==> src/rtl/alu_ctrl_pkg.sv <==
// Shared opcode constants and FSM state type for the ALU sequencing controller.
package alu_ctrl_pkg;

   localparam logic [3:0] OP_LDI     = 4'd9;
   localparam logic [3:0] OP_MOV     = 4'd10;
   localparam logic [3:0] ALU_OP_MAX = 4'd8;

   typedef enum logic [1:0] {
      IDLE  = 2'd0,
      LOADA = 2'd1,
      EXEC  = 2'd2,
      WB    = 2'd3
   } state_t;

endpackage

==> src/rtl/ctrl_regfile.sv <==
// NREG x LEN register file: one write port, three combinational read ports,
// asynchronous active-high clear.
module ctrl_regfile
   import alu_ctrl_pkg::*;
#(
   parameter int LEN  = 8,
   parameter int NREG = 4,
   localparam int RW  = $clog2(NREG)
) (
   input  logic           clk,
   input  logic           rst,
   input  logic           i_wr_en,
   input  logic [RW-1:0]  i_wr_idx,
   input  logic [LEN-1:0] i_wr_data,
   input  logic [RW-1:0]  i_rd_b_idx,
   output logic [LEN-1:0] o_rd_b_data,
   input  logic [RW-1:0]  i_rd_a_idx,
   output logic [LEN-1:0] o_rd_a_data,
   input  logic [RW-1:0]  i_rd_o_idx,
   output logic [LEN-1:0] o_rd_o_data
);

   logic [LEN-1:0] w_words [NREG];

   genvar gi;
   generate
      for (gi = 0; gi < NREG; gi++) begin : g_reg
         logic [LEN-1:0] r_word;

         always_ff @(posedge clk or posedge rst) begin
            if (rst)
               r_word <= '0;
            else if (i_wr_en && (i_wr_idx == RW'(gi)))
               r_word <= i_wr_data;
         end

         assign w_words[gi] = r_word;
      end
   endgenerate

   assign o_rd_b_data = w_words[i_rd_b_idx];
   assign o_rd_a_data = w_words[i_rd_a_idx];
   assign o_rd_o_data = w_words[i_rd_o_idx];

endmodule

==> src/rtl/alu_ctrl.sv <==
// Multi-cycle controller sequencing an external ALU over a small register file:
// ALU ops take IDLE->LOADA->EXEC->WB, LDI/MOV go IDLE->WB, illegal ops pulse err.
module alu_ctrl
   import alu_ctrl_pkg::*;
#(
   parameter int LEN  = 8,
   parameter int NREG = 4,
   localparam int RW  = $clog2(NREG)
) (
   input  logic           clk,
   input  logic           rst,
   input  logic           req_valid,
   output logic           req_ready,
   input  logic [3:0]     req_op,
   input  logic [RW-1:0]  req_rx,
   input  logic [RW-1:0]  req_ry,
   input  logic [LEN-1:0] req_imm,
   output logic [LEN-1:0] alu_a,
   output logic [LEN-1:0] alu_b,
   output logic [3:0]     alu_code,
   input  logic [LEN-1:0] alu_out,
   output logic           done,
   output logic           err,
   input  logic [RW-1:0]  rd_sel,
   output logic [LEN-1:0] rd_data
);

   state_t         r_state;
   state_t         w_state_next;
   logic [LEN-1:0] r_a;
   logic [LEN-1:0] r_g;
   logic [3:0]     r_op_l;
   logic [RW-1:0]  r_rx_l;
   logic [RW-1:0]  r_ry_l;
   logic           r_done;
   logic           r_err;

   logic           w_accept;
   logic           w_is_alu;
   logic           w_is_ldi;
   logic           w_is_mov;
   logic           w_is_ill;
   logic           w_wr_en;
   logic [RW-1:0]  w_a_idx;
   logic [LEN-1:0] w_a_data;
   logic [LEN-1:0] w_b_data;

   assign req_ready = (r_state == IDLE) && !rst;
   assign w_accept  = req_valid && req_ready;
   assign w_is_alu  = (req_op <= ALU_OP_MAX);
   assign w_is_ldi  = (req_op == OP_LDI);
   assign w_is_mov  = (req_op == OP_MOV);
   assign w_is_ill  = (req_op > OP_MOV);

   // The A-load port is idle while waiting for a request, so it serves the MOV source read.
   assign w_a_idx = (r_state == IDLE) ? req_ry : r_rx_l;

   ctrl_regfile #(
      .LEN  (LEN),
      .NREG (NREG)
   ) u_regfile (
      .clk         (clk),
      .rst         (rst),
      .i_wr_en     (w_wr_en),
      .i_wr_idx    (r_rx_l),
      .i_wr_data   (r_g),
      .i_rd_b_idx  (r_ry_l),
      .o_rd_b_data (w_b_data),
      .i_rd_a_idx  (w_a_idx),
      .o_rd_a_data (w_a_data),
      .i_rd_o_idx  (rd_sel),
      .o_rd_o_data (rd_data)
   );

   always_comb begin
      w_state_next = r_state;
      w_wr_en      = 1'b0;
      case (r_state)
         IDLE: begin
            if (w_accept) begin
               if (w_is_alu)
                  w_state_next = LOADA;
               else if (w_is_ldi || w_is_mov)
                  w_state_next = WB;
            end
         end
         LOADA: w_state_next = EXEC;
         EXEC:  w_state_next = WB;
         WB: begin
            w_wr_en      = 1'b1;
            w_state_next = IDLE;
         end
         default: w_state_next = IDLE;
      endcase
   end

   always_ff @(posedge clk or posedge rst) begin
      if (rst) begin
         r_state <= IDLE;
         r_a     <= '0;
         r_g     <= '0;
         r_op_l  <= '0;
         r_rx_l  <= '0;
         r_ry_l  <= '0;
         r_done  <= 1'b0;
         r_err   <= 1'b0;
      end else begin
         r_state <= w_state_next;
         r_done  <= w_wr_en;
         r_err   <= w_accept && w_is_ill;
         if (w_accept) begin
            r_op_l <= req_op;
            r_rx_l <= req_rx;
            r_ry_l <= req_ry;
            if (w_is_ldi)
               r_g <= req_imm;
            else if (w_is_mov)
               r_g <= w_a_data;
         end
         if (r_state == LOADA)
            r_a <= w_a_data;
         if (r_state == EXEC)
            r_g <= alu_out;
      end
   end

   assign alu_a    = r_a;
   assign alu_b    = w_b_data;
   assign alu_code = r_op_l;
   assign done     = r_done;
   assign err      = r_err;

endmodule

==> config.mk <==
export PLATFORM = sky130hd
export DESIGN_NAME = alu_ctrl
export DESIGN_NICKNAME = d
export VERILOG_FILES = /design/src/rtl/alu_ctrl_pkg.sv /design/src/rtl/ctrl_regfile.sv /design/src/rtl/alu_ctrl.sv
export SDC_FILE = /design/constraint.sdc
export NUM_CORES = 1
export LEC_CHECK = 0
export ABC_AREA = 1
export ABC_CLOCK_PERIOD_IN_PS = 4400
export CAP_MARGIN = 20
export CORE_UTILIZATION = 58
export DETAILED_ROUTE_END_ITERATION = 7
export GPL_TIMING_DRIVEN = 0
export PLACE_DENSITY = 0.82
export REMOVE_ABC_BUFFERS = 1
export SETUP_SLACK_MARGIN = 0.2
export SYNTH_ARGS = -nofsm -noshare
export SYNTH_HDL_FRONTEND = slang
export SYNTH_SLANG_ARGS = --single-unit
export TNS_END_PERCENT = 20
==> constraint.sdc <==
create_clock -name clk -period 4.4 [get_ports clk]
set_clock_uncertainty 0.1 [all_clocks]
set_input_delay 0.88 -clock clk [delete_from_list [all_inputs] [get_ports clk]]
set_output_delay 0.88 -clock clk [all_outputs]
set_load 0.01 [all_outputs]
==> run summary, run 1 <==
run status: complete, no violations
Final Hold Viols: 0
Tmin final: 4.18 ns
IO Count: 60
worst skew pair latency: 0.33 ns
dpl cell area: 4080 µm²
post-route ant nets: 0
row count: 27
top cells by count, synth: nand2_1 (126), inv_1 (62), dfrtp_1 (60)
maxcap violations: 0
share of cells above drive strength 1: 0.0728
Post-route DRC: 0
register bit total from synthesis: 60
Hold Crit Class: reg2reg
relative slew slack: 0.487
count of pins over their slew limit: 0
CTS tree: done
DRT Pass-1 Iters: 5
Hold Startpoint: u_regfile.g_reg[1].r_word[5]$_DFFE_PP0P_
global-route usage over all layers: 0.318
Post-Route WL: 9290 µm
count leader, synth: nand2_1
clock sink total: 60
die height: 79.8 µm
power density over cell area: 756 nW/µm²
CP Launch Type: input port
RSZ-0062 raised after global routing: false
DR iter-0 viols: 295
CP required: 3.42 ns
count of final setup violators: 0
Area Growth Syn to Fin: 22.3%
Finished Cell Area: 4300 µm²
fmax: 0.239 GHz
Setup Crit Path Kind: in2out
number of global-route vias before repair: 3229
total CTS buffers: 9
global-route wire length before repair: 15000 µm
leakage power: 2.15 nW
diode count: 0
CP Launch Point: rd_sel[0]
ys flop type: dfrtp_1
fin crit share: 0.951
GR Overflow Total: 0
Ys Warns: 0
maximum vdd drop: 0.000414 V
Yosys top cell area share: 0.427
Seq/Total Area, Yosys: 0.427
routability cong.: 0.859
Slew @ Worst Pin: 0.768 ns
Die ar.: 6380 µm²
Initial Util: 0.619
reg2reg end: r_g[0]$_DFFE_PP0P_
Core Footprint: 5680 µm²
hold buffer count at cts: 0
# nets final: 565
clock root cell: clkbuf_8
setup TNS: 0 ns
Port-buffer cells: 59
clock slew at reported path FFs: 0.07 ns
initial antenna violation count: 0
Area contributors post-synth: dfrtp_1 (43%), nand2_1 (13%), a21oi_1 (8.1%), o21ai_0 (7.8%), inv_1 (6.6%)
Die X: 79.8 µm
CTS H-Tree Depth: 3
Unique masters post-synth: 25
Synth area leader: dfrtp_1
Mapped Area: 3510 µm²
FFs w/ async S/R, synth: 1.00
Synth Instances: 479
Post-synth EDFFs: 0
CP Capture Point: rd_data[1]
clock buffer depth: 2
via count of the routed design: 3395
vias per inst: 5.58
FF-to-FF Start: r_state[0]$_DFFE_PP0P_
routed length per instance: 15.3 µm
Crit. End Element: output pin
Register-to-Register Path Depth: 10
Synth Area per Inst: 7.34 µm²
DP HPWL: 6070 µm
Max FO, Critical Path: 12
Worst EP arrival: 3.20 ns
R2R Setup Slk: 2.05 ns
largest net degree at the start of global routing: 34
-- through the flow --
step | cells | setup WS [ns] | power (mW) | hold slack (ns) | utilization
after floorplan | 458 | 1.87 | 2.06 | 0.353 | -
after global placement | 589 | 0.326 | 2.63 | 0.364 | 0.715
after detailed placement | 590 | 0.310 | 2.70 | 0.373 | 0.719
after CTS | 606 | 0.304 | 3.22 | 0.389 | 0.755
after global routing | 608 | 0.240 | 3.50 | 0.411 | 0.757
final | 608 | 0.216 | 3.25 | 0.383 | 0.757
-- critical path: stages --
cell and delay, ns:
clkdlybuf4s50_1 0.82, clkinvlp_2 0.62, a21oi_1 0.30, a21oi_1 0.09, clkdlybuf4s50_1 0.50
-- per-layer routing --
layer,vias up,track usage,part of all wire
met5,-,0,0
met1,1537,0.401,0.41
met3,34,0.0434,0.080
met4,0,0.180,0.031
met2,174,0.522,0.48
li1,1650,-,-
-- worst min path at each step --
stage / endpoint / slack, ns / cells after the start
after floorplan: r_ry_l[1]$_DFFE_PP0P_ / 0.35 / 2
after global placement: alu_code[0]$_DFFE_PP0P_ / 0.36 / 2
after detailed placement: r_g[7]$_DFFE_PP0P_ / 0.37 / 2
after CTS: r_g[7]$_DFFE_PP0P_ / 0.39 / 2
after global routing: alu_code[2]$_DFFE_PP0P_ / 0.41 / 2
final: u_regfile.g_reg[1].r_word[5]$_DFFE_PP0P_ / 0.38 / 2
-- flip-flops by register name, summed over array words and instances (netlist names) --
register / flops
alu_code: 4
r_g: 8
u_regfile.g.r_word: 32
alu_a: 8
r_ry_l: 2
r_rx_l: 2
done: 1
r_state: 2
err: 1
-- cells in the final DEF (no fill, tap or decap), types with 2 or more instances in the layout --
cell type,n
a21oi_1,57
clkbuf_8,11
clkdlybuf4s50_1,59
clkinv_2,2
clkinvlp_4,2
dfrtp_1,60
ha_1,5
inv_1,60
inv_2,3
nand2_1,126
nand2_2,4
nand2_4,4
nand3_1,37
nand3_2,2
nand3b_1,8
nor2_1,19
o21ai_0,55
o21ai_1,8
o21ai_2,4
-- cell families after synthesis --
logic type                 synth area share
and+or+nand+nor                       0.265
AOI/OAI and AO/OA                     0.181
buffers and inverters                 0.109
DFF                                   0.427
adders and majority gates            0.0178
-- power breakdown --
| group | internal [mW] | total [mW] | switching, mW |
|---|---|---|---|
| registers | 0.806 | 1.02 | 0.215 |
| logic | 0.693 | 1.72 | 1.03 |
| clock network | 0.291 | 0.507 | 0.216 |
-- timing repair --
| action | in CTS | in global routing |
|---|---|---|
| endpoints found under the setup margin | 0 | 1 |
| setup buffers | 0 | 1 |
| resized for setup | 0 | 1 |
-- final cells by class --
cell class                 instances  area (µm²)
fill                             416        1380
inverter                          65         253
multi-input combinational        333        1630
clock buffer                      12         155
timing repair inverter             1        5.00
sequential                        60        1500
tap                               72        90.1
clock inverter                     4        47.5
timing repair buffer              61         618
(Power assumes the default switching activity.)
==> inputs of run 2 (changes only) <==
- CORE_UTILIZATION: 58 -> 59
- CTS_BUF_LIST: unset -> sky130_fd_sc_hd__clkbuf_8
- PLACE_DENSITY: 0.82 -> 0.84
==> run 2 against run 1 <==
Die area down 1.7%. Final cell count down 0.16%. Final area down 0.79%. Setup slack better by 0.029 ns. First-iteration DRC count down 5.8%. Critical path depth unchanged. Utilization up 0.31 points. Clock power down 13%. Flip-flop and latch count unchanged. Maximum frequency up 0.70%. Routed wire length up 4.6%. Register-to-register slack worse by 0.04 ns.
==> run summary, run 2 (same netlist as run 1, synthesis figures left out) <==
met3 WL: 731 µm (-1.5%)
Worst EP arrival: 3.17 ns (-0.03 ns)
diode count: 0 (unchanged)
initial antenna violation count: 0 (unchanged)
worst-path cell chain: clkdlybuf4s50_1 > clkinvlp_2 > a21oi_1 > a21oi_1 > clkdlybuf4s50_1
area of the multi-input gates: 1630 µm² (unchanged)
relative slew slack: 0.490 (+0.00289)
Setup Crit Path Kind: in2out
CP Launch Type: input port
maximum vdd drop: 0.000440 V (+6.3%)
most frequent cells in the layout: nand2_1 (126), inv_1 (62), dfrtp_1 (60), clkdlybuf4s50_1 (59), a21oi_1 (57)
global-route wire length before repair: 15700 µm (+4.2%)
DR iter-0 viols: 278 (-5.8%)
clock buffer depth: 2 (unchanged)
count of pins over their slew limit: 0 (unchanged)
# nets final: 565 (unchanged)
Largest Register: u_regfile.g.r_word
share of cells above drive strength 1: 0.0692 (-0.00360)
Initial Util: 0.627 (+0.00746)
leakage power: 2.14 nW (-0.22%)
CP required: 3.42 ns (about the same)
Post-Route WL: 9710 µm (+4.6%)
CP max stage delay: 0.80 ns (-0.02 ns)
count of final setup violators: 0 (unchanged)
Slew @ Worst Pin: 0.764 ns (-0.00434 ns)
worst path bufs/invs: 3 (unchanged)
largest net degree at the start of global routing: 33 (-2.9%)
Tmin final: 4.15 ns (-0.0290 ns)
Crit. End Element: output pin
R2R Setup Slk: 2.01 ns (-0.04 ns)
Register-to-Register Path Depth: 10 (unchanged)
number of global-route vias before repair: 3360 (+4.1%)
hold buffer count at cts: 0 (unchanged)
routed length per instance: 16.0 µm (+4.7%)
Core Footprint: 5610 µm² (-1.2%)
Slowest-stage cell, CP: clkdlybuf4s50_1
Port-buffer cells: 59 (unchanged)
Filler cells: 429 (+3.1%)
DRT Pass-1 Iters: 6 (+1)
via count of the routed design: 3509 (+3.4%)
Max FO, Critical Path: 12 (unchanged)
post-route ant nets: 0 (unchanged)
wl on met1: 3830 µm (+1.1%)
worst hold endpoint: u_regfile.g_reg[1].r_word[0]$_DFFE_PP0P_
max FFs per register: 32 (unchanged)
vias per inst: 5.78 (+3.5%)
DP HPWL: 6350 µm (+4.7%)
Post-route DRC: 0 (unchanged)
maxcap violations: 0 (unchanged)
FF-to-FF Start: r_state[0]$_DFFE_PP0P_
setup TNS: 0 ns (unchanged)
worst skew pair latency: 0.34 ns (about the same)
Die ar.: 6270 µm² (-1.7%)
Setup WS post-layout: 0.245 ns (+0.0290 ns)
Sequential cell area: 1500 µm² (unchanged)
Final Hold Viols: 0 (unchanged)
power density over cell area: 751 nW/µm² (-0.57%)
total CTS buffers: 9 (unchanged)
clock slew at reported path FFs: 0.06 ns (about the same)
fmax: 0.241 GHz (+0.70%)
fin crit share: 0.944 (-0.00660)
CTS H-Tree Depth: 3 (unchanged)
RSZ-0062 raised after global routing: true
routability cong.: 0.895 (+4.2%)
Hold Path Depth: 2 (unchanged)
CTS tree: done
Largest delay share family, worst path: buffers and inverters
die height: 79.2 µm (-0.83%)
Hold Crit Class: reg2reg
row count: 27 (unchanged)
run status: complete, no violations
GR Overflow Total: 0 (unchanged)
clock root cell: clkbuf_8
Area Growth Syn to Fin: 21.4%
reg2reg end: r_g[2]$_DFFE_PP0P_
pre-CTS setup slack: 0.303 ns (-0.00719 ns)
Die X: 79.2 µm (-0.83%)
routed wl met2: 4880 µm (+9.1%)
top layer reached by signal wires: met4
most common cell after layout, fill and taps aside: nand2_1
IO Count: 60 (unchanged)
clock sink total: 60 (unchanged)
global-route usage over all layers: 0.333 (+0.0157)
Hold Startpoint: u_regfile.g_reg[1].r_word[0]$_DFFE_PP0P_
run 2: what timing repair did:
action | CTS | global route
setup buffers | 0 | 1
setup endpoints to repair | 0 | 2
hold endpoints to repair | 0 | 0
gates resized for setup | 0 | 1
run 2: power breakdown:
part,internal [mW],switching (mW),total (mW)
logic,0.693,1.04,1.73
clock network,0.226,0.215,0.441
registers,0.807,0.223,1.03
total,1.73,1.48,3.20
run 2: per-stage QoR:
step                power (mW)  hold slack [ns]   util  cell area [µm²]  std cells
floorplan                 2.06            0.353      -             3380        458
global placement          2.63            0.365  0.724             4060        589
detailed placement        2.71            0.374  0.728             4080        590
CTS                       3.17            0.389  0.758             4250        605
global route              3.44            0.411  0.761             4270        607
finish                    3.20            0.386  0.761             4270        607
run 2: worst max path at each step:
| stage | start | end | cells after the start |
|---|---|---|---|
| after floorplan | rd_sel[0] | rd_data[4] | 4 |
| after global placement | rd_sel[0] | rd_data[2] | 6 |
| after detailed placement | rd_sel[0] | rd_data[2] | 6 |
| after CTS | rd_sel[0] | rd_data[2] | 6 |
| after global routing | rd_sel[0] | rd_data[4] | 5 |
| final | rd_sel[0] | rd_data[4] | 5 |
run 2: final cells by class:
type	count	share of cell area
clock inverter	4	0.00411
inverter	65	0.0593
clock buffer	11	0.0355
tap	72	0.0211
timing repair inverter	1	0.00117
sequential	60	0.352
multi-input combinational	333	0.382
timing repair buffer	61	0.145
run 2: metal layers:
metal	GRT usage	vias to the layer above
met4	0.171	0
met5	0	-
met3	0.0379	29
met1	0.420	1632
li1	-	1648
met2	0.565	200
run 2: worst min-delay path: stages, from the launching register on:
cell and delay, ns:
dfrtp_1 0.34, nand2_1 0.05, o21ai_0 0.06
==> inputs of run 3 (changes only) <==
- CORE_UTILIZATION: 59 -> 53
- PLACE_DENSITY: 0.84 -> 0.76
==> run 3 against run 2 <==
Combinational power hardly changed. Total power is 0.59% higher. Non-clock buffer count is 1 lower.
==> run summary, run 3 (same netlist as run 1, synthesis figures left out) <==
count of pins over their slew limit: 0 (unchanged)
Top cell by count, worst path: a21oi_1
Crit. End Element: output pin
vias per inst: 5.49 (-5.0%)
Slew @ Worst Pin: 0.748 ns (-0.0159 ns)
clock sink total: 60 (unchanged)
most frequent cells in the layout: nand2_1 (126), inv_1 (62), dfrtp_1 (60), clkdlybuf4s50_1 (58), a21oi_1 (57)
internal power: 1.78 mW (+2.9%)
CP required: 3.42 ns (about the same)
Area Growth Syn to Fin: 22.4%
leakage power: 2.16 nW (+0.85%)
sequential power share: 0.316 (-0.005)
clock root cell: clkbuf_8
Tmin final: 3.91 ns (-0.241 ns)
max FFs per register: 32 (unchanged)
run status: complete, no violations
DP HPWL: 6140 µm (-3.3%)
Util after Layout: 0.673 (-0.0872)
Max FO, Critical Path: 12 (unchanged)
Post-route DRC: 0 (unchanged)
die height: 83.4 µm (+5.4%)
placed cell count: 595 (+0.85%)
switch share: 0.449 (-0.0126)
share of cells above drive strength 1: 0.0692 (unchanged)
CTS H-Tree Depth: 3 (unchanged)
initial antenna violation count: 0 (unchanged)
DR iter-0 viols: 342 (+23%)
CP Launch Type: input port
global-route usage over all layers: 0.287 (-0.0470)
worst-path cell chain: dlymetal6s2s_1 > clkinvlp_4 > o21ai_0 > a21oi_1 > a21oi_1 > clkdlybuf4s50_1
clock buffer depth: 2 (unchanged)
CTS tree: done
worst skew pair latency: 0.34 ns (about the same)
GR Overflow Total: 0 (unchanged)
P_sw: 1.45 mW (-2.1%)
post-CTS setup buffer count: 0 (unchanged)
diode count: 0 (unchanged)
Core Footprint: 6390 µm² (+14%)
fmax: 0.255 GHz (+6.2%)
DRT Pass-1 Iters: 5 (-1)
largest net degree at the start of global routing: 32 (-3.0%)
via count of the routed design: 3362 (-4.2%)
IO Count: 60 (unchanged)
# nets final: 564 (-0.18%)
fin crit share: 0.890 (-0.0547)
global-route wire length before repair: 15300 µm (-2.3%)
most common cell after layout, fill and taps aside: nand2_1
Die ar.: 6960 µm² (+11%)
count of final setup violators: 0 (unchanged)
maximum vdd drop: 0.000407 V (-7.5%)
Hold Crit Class: reg2reg
Largest Register: u_regfile.g.r_word
maxcap violations: 0 (unchanged)
worst hold margin: 0.386 ns (-0.000774 ns)
clock network power share: 0.153 (+0.015)
Tot Pwr: 3.22 mW (+0.59%)
combinational fraction of design power: 0.531 (-0.010)
Worst EP arrival: 2.93 ns (-0.24 ns)
RSZ-0062 raised after global routing: false
row count: 29 (+7.4%)
setup TNS: 0 ns (unchanged)
Post-Route WL: 9480 µm (-2.4%)
CP max stage delay: 0.57 ns (-0.23 ns)
Die X: 83.4 µm (+5.4%)
fin cells: 612 (+0.82%)
total CTS buffers: 9 (unchanged)
Setup Crit Path Kind: in2out
Port-buffer cells: 59 (unchanged)
power density over cell area: 750 nW/µm² (-0.23%)
post-route ant nets: 0 (unchanged)
Slowest-stage cell, CP: clkdlybuf4s50_1
Final Hold Viols: 0 (unchanged)
clock slew at reported path FFs: 0.06 ns (about the same)
routability cong.: 0.843 (-5.8%)
number of global-route vias before repair: 3176 (-5.5%)
routed length per instance: 15.5 µm (-3.2%)
Initial Util: 0.550 (-0.0764)
relative slew slack: 0.501 (+0.0106)
==> run 3: path summary, 6_finish.rpt <==
check	startpoint	end	slack, ns	depth (start not counted)
max	rd_sel[0]	rd_data[7]	0.49	6
min	u_regfile.g_reg[1].r_word[4]$_DFFE_PP0P_	u_regfile.g_reg[1].r_word[4]$_DFFE_PP0P_	0.39	2
max reg2reg	r_state[0]$_DFFE_PP0P_	r_g[5]$_DFFE_PP0P_	2.05	10
min reg2reg	u_regfile.g_reg[1].r_word[4]$_DFFE_PP0P_	u_regfile.g_reg[1].r_word[4]$_DFFE_PP0P_	0.39	2
max in group asynchronous	rst	u_regfile.g_reg[0].r_word[6]$_DFFE_PP0P_	2.58	3
min in group asynchronous	rst	alu_code[2]$_DFFE_PP0P_	1.01	2
==> run 3: cell type report <==
class,instances,area [µm²]
Tap cell,77,96.3
Sequential cell,60,1500
Inverter,65,253
Multi-Input combinational cell,333,1630
Fill cell,536,2090
Clock inverter,2,7.51
Clock buffer,14,193
Timing Repair inverter,1,7.51
Timing Repair Buffer,60,613
==> run 3: power by group through the flow <==
stage / Combinational [mW] / Sequential [mW] / Clock, mW
after floorplan: 1.07 / 0.993 / 0
after global placement: 1.64 / 1.01 / 0
after detailed placement: 1.68 / 1.02 / 0
after CTS: 1.69 / 1.01 / 0.498
after global routing: 1.91 / 1.05 / 0.524
final: 1.71 / 1.02 / 0.492
==> run 3: timing repair <==
action	CTS	global route
endpoints found under the setup margin	0	8
hold buffers	0	0
resized for setup	0	3
==> run 3: per-layer routing <==
metal  up-vias  global-route usage  routed length [µm]
met1      1544               0.390                4080
met4         0               0.122                 247
li1       1639                   -                   -
met3        21              0.0706                 778
met2       158               0.438                4380
met5         -                   0                   0
==> run 3: metrics by stage <==
stage | area, µm² | setup slack, ns
after floorplan | 3380 | 1.87
after global placement | 4070 | 0.308
after detailed placement | 4090 | 0.232
after CTS | 4290 | 0.218
after global routing | 4300 | 0.416
final | 4300 | 0.486
==> run 3: critical path, delay by kind of cell <==
family                 cells  cell delay (ns)
buffers and inverters      3             1.54
AOI/OAI and AO/OA          3             0.50
